## config.mk

```make
export PLATFORM = sky130hd
export DESIGN_NAME = alu_exec_unit_flat
export DESIGN_NICKNAME = d
export VERILOG_FILES = /design/src/rtl/mips_pkg.sv /design/src/rtl/alu_exec_unit_if.sv /design/src/rtl/alu_exec_unit_adder32.sv /design/src/rtl/alu_exec_unit.sv /design/src/flat_wrapper.sv
export SDC_FILE = /design/constraint.sdc
export NUM_CORES = 1
export LEC_CHECK = 0
export CORE_MARGIN = 4
export CORE_UTILIZATION = 45
export DETAILED_ROUTE_END_ITERATION = 6
export DONT_BUFFER_PORTS = 1
export PLACE_DENSITY = 0.69
export SLEW_MARGIN = 10
export SYNTH_ARGS = -nofsm -noshare
export SYNTH_HDL_FRONTEND = slang
export SYNTH_SLANG_ARGS = --single-unit
```

## constraint.sdc

```tcl
create_clock -name clk -period 2.42 [get_ports clk]
set_input_delay 0.242 -clock clk [delete_from_list [all_inputs] [get_ports clk]]
set_output_delay 0.242 -clock clk [all_outputs]
set_load 0.005 [all_outputs]
```

## src/rtl/mips_pkg.sv

```systemverilog
// Shared encodings for the MIPS execute stage: ALU operation codes,
// main-control ALUOp codes and the R-type funct values the decoder recognises.
package mips_pkg;

    // Datapath geometry
    localparam int DATA_W  = 32;
    localparam int SHAMT_W = 5;

    // Decoded ALU operations (alu_control encoding)
    localparam logic [3:0] ALU_AND  = 4'b0000;
    localparam logic [3:0] ALU_OR   = 4'b0001;
    localparam logic [3:0] ALU_ADD  = 4'b0010;
    localparam logic [3:0] ALU_SLL  = 4'b0011;
    localparam logic [3:0] ALU_SRL  = 4'b0100;
    localparam logic [3:0] ALU_SRA  = 4'b0101;
    localparam logic [3:0] ALU_SUB  = 4'b0110;
    localparam logic [3:0] ALU_SLT  = 4'b0111;
    localparam logic [3:0] ALU_XOR  = 4'b1000;
    localparam logic [3:0] ALU_SLTU = 4'b1001;
    localparam logic [3:0] ALU_NOR  = 4'b1100;

    // ALUOp codes from main control
    typedef enum logic [1:0] {
        ALUOP_ADD   = 2'b00,  // lw / sw address calculation
        ALUOP_SUB   = 2'b01,  // beq compare
        ALUOP_RTYPE = 2'b10,  // decode on funct
        ALUOP_OR    = 2'b11   // ori, zero-extended immediate
    } alu_op_e;

    // R-type funct field values
    localparam logic [5:0] FUNCT_SLL  = 6'b000000;
    localparam logic [5:0] FUNCT_SRL  = 6'b000010;
    localparam logic [5:0] FUNCT_SRA  = 6'b000011;
    localparam logic [5:0] FUNCT_JR   = 6'b001000;
    localparam logic [5:0] FUNCT_ADD  = 6'b100000;
    localparam logic [5:0] FUNCT_ADDU = 6'b100001;
    localparam logic [5:0] FUNCT_SUB  = 6'b100010;
    localparam logic [5:0] FUNCT_SUBU = 6'b100011;
    localparam logic [5:0] FUNCT_AND  = 6'b100100;
    localparam logic [5:0] FUNCT_OR   = 6'b100101;
    localparam logic [5:0] FUNCT_XOR  = 6'b100110;
    localparam logic [5:0] FUNCT_NOR  = 6'b100111;
    localparam logic [5:0] FUNCT_SLT  = 6'b101010;
    localparam logic [5:0] FUNCT_SLTU = 6'b101011;

endpackage

```

## src/rtl/alu_exec_unit_if.sv

```systemverilog
// Execute-stage bus: control/operand inputs driven by the pipeline (master)
// and decode/result outputs produced by the execute unit (slave).
interface alu_exec_unit_if
    import mips_pkg::*;
#(
    parameter int WIDTH    = DATA_W,
    parameter int SHAMT_WD = SHAMT_W
);

    // Inputs to the execute unit
    logic [1:0]          alu_op;
    logic [5:0]          funct;
    logic [SHAMT_WD-1:0] shamt;
    logic [WIDTH-1:0]    a;
    logic [WIDTH-1:0]    b;
    logic [WIDTH-1:0]    add_in0;
    logic [WIDTH-1:0]    add_in1;

    // Outputs from the execute unit
    logic [3:0]          alu_control;
    logic                jr;
    logic                sign_extend;
    logic [WIDTH-1:0]    result_q;
    logic                zero_q;
    logic [WIDTH-1:0]    sum_q;

    modport master (
        output alu_op, funct, shamt, a, b, add_in0, add_in1,
        input  alu_control, jr, sign_extend, result_q, zero_q, sum_q
    );

    modport slave (
        input  alu_op, funct, shamt, a, b, add_in0, add_in1,
        output alu_control, jr, sign_extend, result_q, zero_q, sum_q
    );

endinterface

```

## src/rtl/alu_exec_unit_adder32.sv

```systemverilog
// Generic combinational adder used for the PC+4 / branch-target sum path.
// Carry out is discarded, so the sum wraps modulo 2^WIDTH.
module adder32
    import mips_pkg::*;
#(
    parameter int WIDTH = DATA_W
) (
    input  logic [WIDTH-1:0] a_i,
    input  logic [WIDTH-1:0] b_i,
    output logic [WIDTH-1:0] sum_o
);

    assign sum_o = a_i + b_i;

endmodule

```

## src/rtl/alu_exec_unit.sv

```systemverilog
// Execute stage of the single-cycle MIPS core: ALU control decode
// (combinational), 32-bit ALU and address adder with registered results.
module alu_exec_unit
    import mips_pkg::*;
#(
    parameter int WIDTH    = DATA_W,
    parameter int SHAMT_WD = SHAMT_W
) (
    input  logic            clk,
    input  logic            reset,
    alu_exec_unit_if.slave  bus
);

    logic [3:0]       alu_control_d;
    logic             jr_d;
    logic             sign_extend_d;
    logic [WIDTH-1:0] result_d;
    logic             zero_d;
    logic [WIDTH-1:0] sum_d;

    logic [WIDTH-1:0] result_q;
    logic             zero_q;
    logic [WIDTH-1:0] sum_q;

    // Decode ALUOp/funct into ALU operation, jr and immediate-extension select
    always_comb begin
        // NOTE: every output gets a default first so no path leaves it
        // unassigned; a missing default here would infer a latch.
        alu_control_d = ALU_ADD;
        jr_d          = 1'b0;
        sign_extend_d = 1'b1;
        unique case (alu_op_e'(bus.alu_op))
            ALUOP_ADD: alu_control_d = ALU_ADD;
            ALUOP_SUB: alu_control_d = ALU_SUB;
            ALUOP_OR: begin
                alu_control_d = ALU_OR;
                sign_extend_d = 1'b0;
            end
            ALUOP_RTYPE: begin
                case (bus.funct)
                    FUNCT_ADD, FUNCT_ADDU: alu_control_d = ALU_ADD;
                    FUNCT_SUB, FUNCT_SUBU: alu_control_d = ALU_SUB;
                    FUNCT_AND:             alu_control_d = ALU_AND;
                    FUNCT_OR:              alu_control_d = ALU_OR;
                    FUNCT_XOR:             alu_control_d = ALU_XOR;
                    FUNCT_NOR:             alu_control_d = ALU_NOR;
                    FUNCT_SLT:             alu_control_d = ALU_SLT;
                    FUNCT_SLTU:            alu_control_d = ALU_SLTU;
                    FUNCT_SLL:             alu_control_d = ALU_SLL;
                    FUNCT_SRL:             alu_control_d = ALU_SRL;
                    FUNCT_SRA:             alu_control_d = ALU_SRA;
                    FUNCT_JR: begin
                        // jr still drives an ADD so the ALU output stays benign
                        alu_control_d = ALU_ADD;
                        jr_d          = 1'b1;
                    end
                    default:               alu_control_d = ALU_ADD;
                endcase
            end
            default: alu_control_d = ALU_ADD;
        endcase
    end

    assign bus.alu_control = alu_control_d;
    assign bus.jr          = jr_d;
    assign bus.sign_extend = sign_extend_d;

    // ALU datapath; shifts act on operand B by the instruction shamt
    always_comb begin
        result_d = '0;
        case (alu_control_d)
            ALU_AND:  result_d = bus.a & bus.b;
            ALU_OR:   result_d = bus.a | bus.b;
            ALU_XOR:  result_d = bus.a ^ bus.b;
            ALU_NOR:  result_d = ~(bus.a | bus.b);
            ALU_ADD:  result_d = bus.a + bus.b;
            ALU_SUB:  result_d = bus.a - bus.b;
            ALU_SLT:  result_d[0] = ($signed(bus.a) < $signed(bus.b));
            ALU_SLTU: result_d[0] = (bus.a < bus.b);
            ALU_SLL:  result_d = bus.b << bus.shamt;
            ALU_SRL:  result_d = bus.b >> bus.shamt;
            ALU_SRA:  result_d = $unsigned($signed(bus.b) >>> bus.shamt);
            default:  result_d = '0;
        endcase
    end

    // Zero flag derived from the exact value that is registered as the result
    assign zero_d = (result_d == '0);

    adder32 #(
        .WIDTH (WIDTH)
    ) u_adder (
        .a_i   (bus.add_in0),
        .b_i   (bus.add_in1),
        .sum_o (sum_d)
    );

    // Output registers: one-cycle latency, cleared asynchronously by reset
    always_ff @(posedge clk or posedge reset) begin
        if (reset) begin
            result_q <= '0;
            zero_q   <= 1'b0;
            sum_q    <= '0;
        end else begin
            // NOTE: non-blocking assignments so every register samples the
            // pre-edge values regardless of statement order.
            result_q <= result_d;
            zero_q   <= zero_d;
            sum_q    <= sum_d;
        end
    end

    assign bus.result_q = result_q;
    assign bus.zero_q   = zero_q;
    assign bus.sum_q    = sum_q;

endmodule

```

## src/flat_wrapper.sv

```systemverilog
// flat-port wrapper written by rule: the top's interface ports become plain ports
module alu_exec_unit_flat import mips_pkg::*;
#(
    parameter int WIDTH    = DATA_W,
    parameter int SHAMT_WD = SHAMT_W
)
  (clk, reset, bus_alu_op, bus_funct, bus_shamt, bus_a, bus_b, bus_add_in0, bus_add_in1, bus_alu_control, bus_jr, bus_sign_extend, bus_result_q, bus_zero_q, bus_sum_q);
  alu_exec_unit_if #(.WIDTH(WIDTH), .SHAMT_WD(SHAMT_WD)) bus_i ();
  input  logic clk;
  input  logic reset;
  input wire logic [$bits(bus_i.alu_op)-1:0] bus_alu_op;
  input wire logic [$bits(bus_i.funct)-1:0] bus_funct;
  input wire logic [$bits(bus_i.shamt)-1:0] bus_shamt;
  input wire logic [$bits(bus_i.a)-1:0] bus_a;
  input wire logic [$bits(bus_i.b)-1:0] bus_b;
  input wire logic [$bits(bus_i.add_in0)-1:0] bus_add_in0;
  input wire logic [$bits(bus_i.add_in1)-1:0] bus_add_in1;
  output wire logic [$bits(bus_i.alu_control)-1:0] bus_alu_control;
  output wire logic [$bits(bus_i.jr)-1:0] bus_jr;
  output wire logic [$bits(bus_i.sign_extend)-1:0] bus_sign_extend;
  output wire logic [$bits(bus_i.result_q)-1:0] bus_result_q;
  output wire logic [$bits(bus_i.zero_q)-1:0] bus_zero_q;
  output wire logic [$bits(bus_i.sum_q)-1:0] bus_sum_q;
  assign bus_i.alu_op = bus_alu_op;
  assign bus_i.funct = bus_funct;
  assign bus_i.shamt = bus_shamt;
  assign bus_i.a = bus_a;
  assign bus_i.b = bus_b;
  assign bus_i.add_in0 = bus_add_in0;
  assign bus_i.add_in1 = bus_add_in1;
  assign bus_alu_control = bus_i.alu_control;
  assign bus_jr = bus_i.jr;
  assign bus_sign_extend = bus_i.sign_extend;
  assign bus_result_q = bus_i.result_q;
  assign bus_zero_q = bus_i.zero_q;
  assign bus_sum_q = bus_i.sum_q;
  alu_exec_unit #(.WIDTH(WIDTH), .SHAMT_WD(SHAMT_WD)) u_core (.clk(clk), .reset(reset), .bus(bus_i));
endmodule
```

# Yosys cells after proc, flatten, opt, wreduce, memory -nomap -nowiden
# Index checks and enable logic that the tools add are counted.
# word_totals
ramBits	0
elab_cells	51
ff_bits	65
out_inout_bits	71
latchBits	0
mem_bits_ro	0
mem_count	0
# classes
add_sub_neg	3
n_bitwise	4
n_lt_le_gt_ge	2
n_eq_ne	24
shift	3
mux	7
multipliers	0
reduce_logical	5
div_mod_pow	0
# op_table
operator	count
31-bit one-hot mux with 9 select lines	1
32-bit adder	2
32-bit < comparator	2
6-bit equality test, second input constant	8
4-bit one-hot mux with 10 select lines	1
32-bit bitwise AND	1
32-bit zero test	1
32-bit inverter	1
32-bit bitwise OR	1
32-bit by 5-bit left shift with 32-bit output	1
32-bit by 5-bit right shift with 32-bit output	1
32-bit by 5-bit >>> shifter with 32-bit output	1
32-bit subtractor	1
32-bit XOR	1
4-bit by 3-bit equality test with 1-bit output, second input constant	4
4-bit one-hot mux with 4 select lines	1
4-bit equality test, second input constant	3
6-bit by 2-bit equality test with 1-bit output, second input constant	2
1-bit one-hot mux with 11 select lines	1
4-bit by 2-bit equality test with 1-bit output, second input constant	2
6-bit by 4-bit equality test with 1-bit output, second input constant	1
6-bit zero test	1
2-bit equality test, second input constant	2
4-bit by 1-bit equality test with 1-bit output, second input constant	1
5 further kinds	7

# Longest topological paths before layout
# depth
ltp_word	7
depth_mapped	16
depth_no_buf	14

# Cells and area by module
# Synthesis repeated with hierarchy kept, for this count alone.
# hier_totals
cells_unflattened	1867
area_unflattened_um2	14098.5
# by_module_without_submodules
mod	instances	cells_each	area_each_um2
alu_exec_unit	1	1626	12354.3
adder32	1	241	1744.2

# Least setup slack after synthesis
# OpenSTA, ideal clock, no wires.
# synth_timing
path_kind	input -> register
startpoint	input bus_a[0]
endpoint	register u_core.zero_q (netlist: u_core.bus.zero_q)
cell_stages	14
path_slack_ns	-0.766
path_buffers	0
required_ns	2.340
t_arrival_ns	3.105
path_cell_list	inv_1 ha_1 fa_1 nor2_1 o221ai_1 a211o_1 a22oi_1 or3_1 o21ai_1 or4b_2 nand4bb_1 nor4b_2 nand4_1 nor3_2
# synth_between
word_cells_on_any_way	11
cone_classes	2 x add/sub; 2 x order compare; 2 x mux; 4 x bitwise; 1 x reduce/logical
# synth_rtl
item	line	source
start, declared	flat_wrapper.sv:14	input wire logic [$bits(bus_i.a)-1:0] bus_a;
32-bit subtractor or 32-bit adder (tied branches)	alu_exec_unit.sv:77, alu_exec_unit.sv:76	
31-bit one-hot mux with 9 select lines (*)	alu_exec_unit.sv:71	case (alu_control_d)
named net u_core.result_d[10]	alu_exec_unit.sv:17	logic [WIDTH-1:0] result_d;
32-bit zero test (*)	alu_exec_unit.sv:88	assign zero_d = (result_d == '0);
named net u_core.zero_d	alu_exec_unit.sv:18	logic zero_d;
end signal, assigned	alu_exec_unit.sv:108	zero_q <= zero_d;
end, declared	alu_exec_unit.sv:22	logic zero_q;
# The timed path passes the listed nets; every way through them passes the cells marked *.

# Final worst setup path
# layout_timing
startpoint	input bus_a[1]
endpoint	register u_core.zero_q (netlist: u_core.bus.zero_q)
# layout_between
word_cells_on_any_way	11
cone_classes	2 x add/sub; 2 x order compare; 2 x mux; 4 x bitwise; 1 x reduce/logical
# layout_rtl
item	line
32-bit < comparator (on tied branches)	alu_exec_unit.sv:79, alu_exec_unit.sv:78
1-bit one-hot mux with 11 select lines (*)	alu_exec_unit.sv:71
named net u_core.result_d[0]	alu_exec_unit.sv:17
32-bit zero test (*)	alu_exec_unit.sv:88
named net u_core.zero_d	alu_exec_unit.sv:18
# Marks and branches as above.

==> summary.txt <==
Timing
  – Final setup margin: -790 ps
  – Final min period: 3210 ps
  – FMAX: 312 MHz
  – # setup viols final: 23
  – Worst-margin pin slew: 854 ps
  – Fin. Hold Viols: 0
  – Min Hold Slack: between 40 and 50 ps
  – RSZ-0062 raised after global routing: true
  – Setup TNS: -3900 ps
  – Slew headroom: 41.6%
  – Crit share post-route: 133%
  – Slew Limit Fails: 0

Flow run
  – Max cap viols: 0

CTS
  – Clk sinks: 65
  – Root buf cell: clkbuf_16
  – CTS H-Tree Depth: 3
  – Num CTS Buffers: 9
  – Clock Pin Slew Worst Setup and Hold Paths: around 60 ps
  – CTS max path bufs: 2
  – CTS tree: built

Synthesis
  – Syn_nets: a little under 2000
  – Seq/Total Area, Yosys: 12.2%
  – Syn_area_per_cell: 7.92 um^2
  – Top FF cell, synth: dfrtp_1
  – Syn Inst Count: 1687
  – Post-synth EDFFs: 0
  – Cell variety after synth: 104
  – Seq cells post-synth: 65
  – Mapped cell area: 13400 um^2
  – Ys Warns: 0
  – Async set or reset register ratio after synthesis: between 90% and 100%

Drt
  – Drt pass-1 iters: 6
  – 1st-iter DRT viols: roughly 2700
  – Vias per cell: between 6 and 7
  – Post-DRT Antenna Nets: 0
  – DR DRC count: 0
  – Wire length per cell: around 29 um
  – WL final: around 74000 um
  – Total vias in the final route: about 17000

Placed design
  – IO Port Bufs: 0
  – Dpl cell area: 18200 um^2
  – Routability congestion estimate: ~1.1
  – DP Wirelength: around 60000 um
  – Placed Instances: 2556

Floorplan
  – Die area: 32500 um^2
  – Die H: approximately 180 um
  – # rows: 62
  – Die width: between 150 and 200 um
  – Initial Util: a little under half
  – Core area: about 29000 um^2
  – Ports: between 200 and 250

Global routing
  – Maximum number of pins on one net before global-route repair: 79
  – First-pass GRT wire length: around 110000 um
  – Total GRT Usage: 43.2%
  – Initial antenna violation count: 1
  – Number of global-route vias before repair: between 15000 and 20000
  – GRT Residual Overflow: 0

Layout
  – Most frequent cells in the layout: buf_4 (595), nand2_1 (122), nor2_1 (121)
  – Final nets: ~2500
  – Final std cells w/o fill: ~2600
  – Most common cell after layout, fill and taps aside: buf_4
  – Post-route cell area: between 15000 and 20000 um^2
  – Area Overhead vs Synth: 47.4%
  – Fraction of layout cells with a size suffix above 1: approximately two fifths
  – Final core occ: around two thirds

Power
  – Leakage: 8.77 nW
  – PwrDens: about 360 nW/um^2
  – Peak VDD IR: around 0.31 mV

Setup path
  – Setup CP Type: input port to flip-flop
  – Crit path launch type: input port
  – Setup crit end kind: flip-flop
  – Max FO, Critical Path: 5
  – Critical Path RT: roughly 2700 ps
  – Worst EP arrival: approximately 3500 ps

Run status
  – Status: finished with violations
  – Violated checks: negative setup slack

Hold path
  – Hold crit path type: input port to flip-flop
[per-stage QoR]
stage / worst slack [ps] / total power, W
final: -790 / 0.00711
after global routing: -824 / 0.00741
after CTS: -605 / 0.00679
after detailed placement: -1290 / 0.00534
after global placement: -1230 / 0.00528
after floorplan: -525 / 0.00352
[repair_timing]
item / in CTS / in global routing
buffers inserted: 17 / 20
hold buffers: 1 / 0
pin swaps: 52 / 67
setup endpoints to repair: 25 / 25
resized for setup: 126 / 76
hold endpoints to repair: 30 / 0
[routing by layer]
layer	GRT usage [%]	wire length, um
met5	0	13
met4	20.7	4900
met3	12.8	9620
met2	66.6	31800
met1	55.5	28100
[worst max-delay path, cell delays in order]
cell	delay [ps]
clkinvlp_4	90
buf_6	140
fa_2	380
nor2_4	160
o221ai_4	190
a211oi_4	390
a21oi_4	160
a21oi_4	280
buf_4	160
buf_6	90
a211oi_4	50
nor3_2	260
buf_4	180
o41ai_4	80
nor3_2	190
nand4_1	240
nor3_2	160
[worst paths after layout]
path / to / cells after the start / slack (ps) / startpoint
worst max-delay path: u_core.bus.zero_q / 17 / -790 / bus_a[1]
worst min-delay path: u_core.bus.sum_q[0] / 1 / 40 / bus_add_in0[0]
max in group asynchronous: u_core.bus.sum_q[18] / 3 / 1310 / reset
min in group asynchronous: u_core.bus.sum_q[20] / 2 / 500 / reset
[flip-flops by register name, summed over array words and instances (netlist names)]
signal	cells
u_core.bus.result_q	32
u_core.bus.zero_q	1
u_core.bus.sum_q	32
[final cells by class]
type | count | area (um^2)
antenna | 2 | 5.00
clock buffer | 12 | 246
clock inverter | 3 | 17.5
fill | 2421 | 9310
inverter | 117 | 455
multi-input combinational | 1396 | 12000
sequential | 65 | 1630
tap | 384 | 480
timing repair buffer | 622 | 4870
[power by group]
part	total, W	internal, W	switching [W]
sequential	0.00143	0.00130	0.000129
clock	0.00118	0.000712	0.000471
combinational	0.00451	0.00217	0.00233
[kinds of logic after synthesis]
family	count (synthesis)	share of synthesized area (%)
AND/OR/NAND/NOR	524	19.7
multiplexers	128	14.8
AO/OA/AOI/OAI	575	30.8
XOR/XNOR	34	2.23
flip-flops	65	12.2
adder cells (fa/ha/maj)	135	12.8
buffers and inverters	226	7.50
[cell usage after synthesis (all sizes together), types with 9 or more instances]
library cell | number | area (um^2)
a211oi | 46 | 355
and3 | 12 | 75.1
nand2b | 21 | 131
or3 | 16 | 100
buf | 52 | 348
mux2i | 59 | 594
nor3 | 51 | 260
a21o | 22 | 165
o31ai | 16 | 120
nor2b | 25 | 156
o21a | 16 | 120
a221oi | 12 | 123
nand3 | 44 | 225
ha | 132 | 1650
clkbuf | 57 | 215
a31oi | 16 | 100
o21bai | 11 | 82.6
o22ai | 20 | 125
o311ai | 13 | 114
nand2 | 123 | 462
nor4 | 21 | 159
xnor2 | 26 | 228
mux2 | 15 | 169
inv | 116 | 435
a2111oi | 14 | 154
o211ai | 17 | 128
o221ai | 21 | 184
or2 | 12 | 75.1
o21ai | 89 | 445
a221o | 15 | 150
and2 | 15 | 93.8
a211o | 19 | 166
a21oi | 124 | 628
mux4 | 54 | 1220
o2111ai | 12 | 111
dfrtp | 65 | 1630
nand4 | 23 | 144
a22oi | 9 | 67.6
nor2 | 134 | 503
Note: power is estimated with default switching activity, not from simulation.
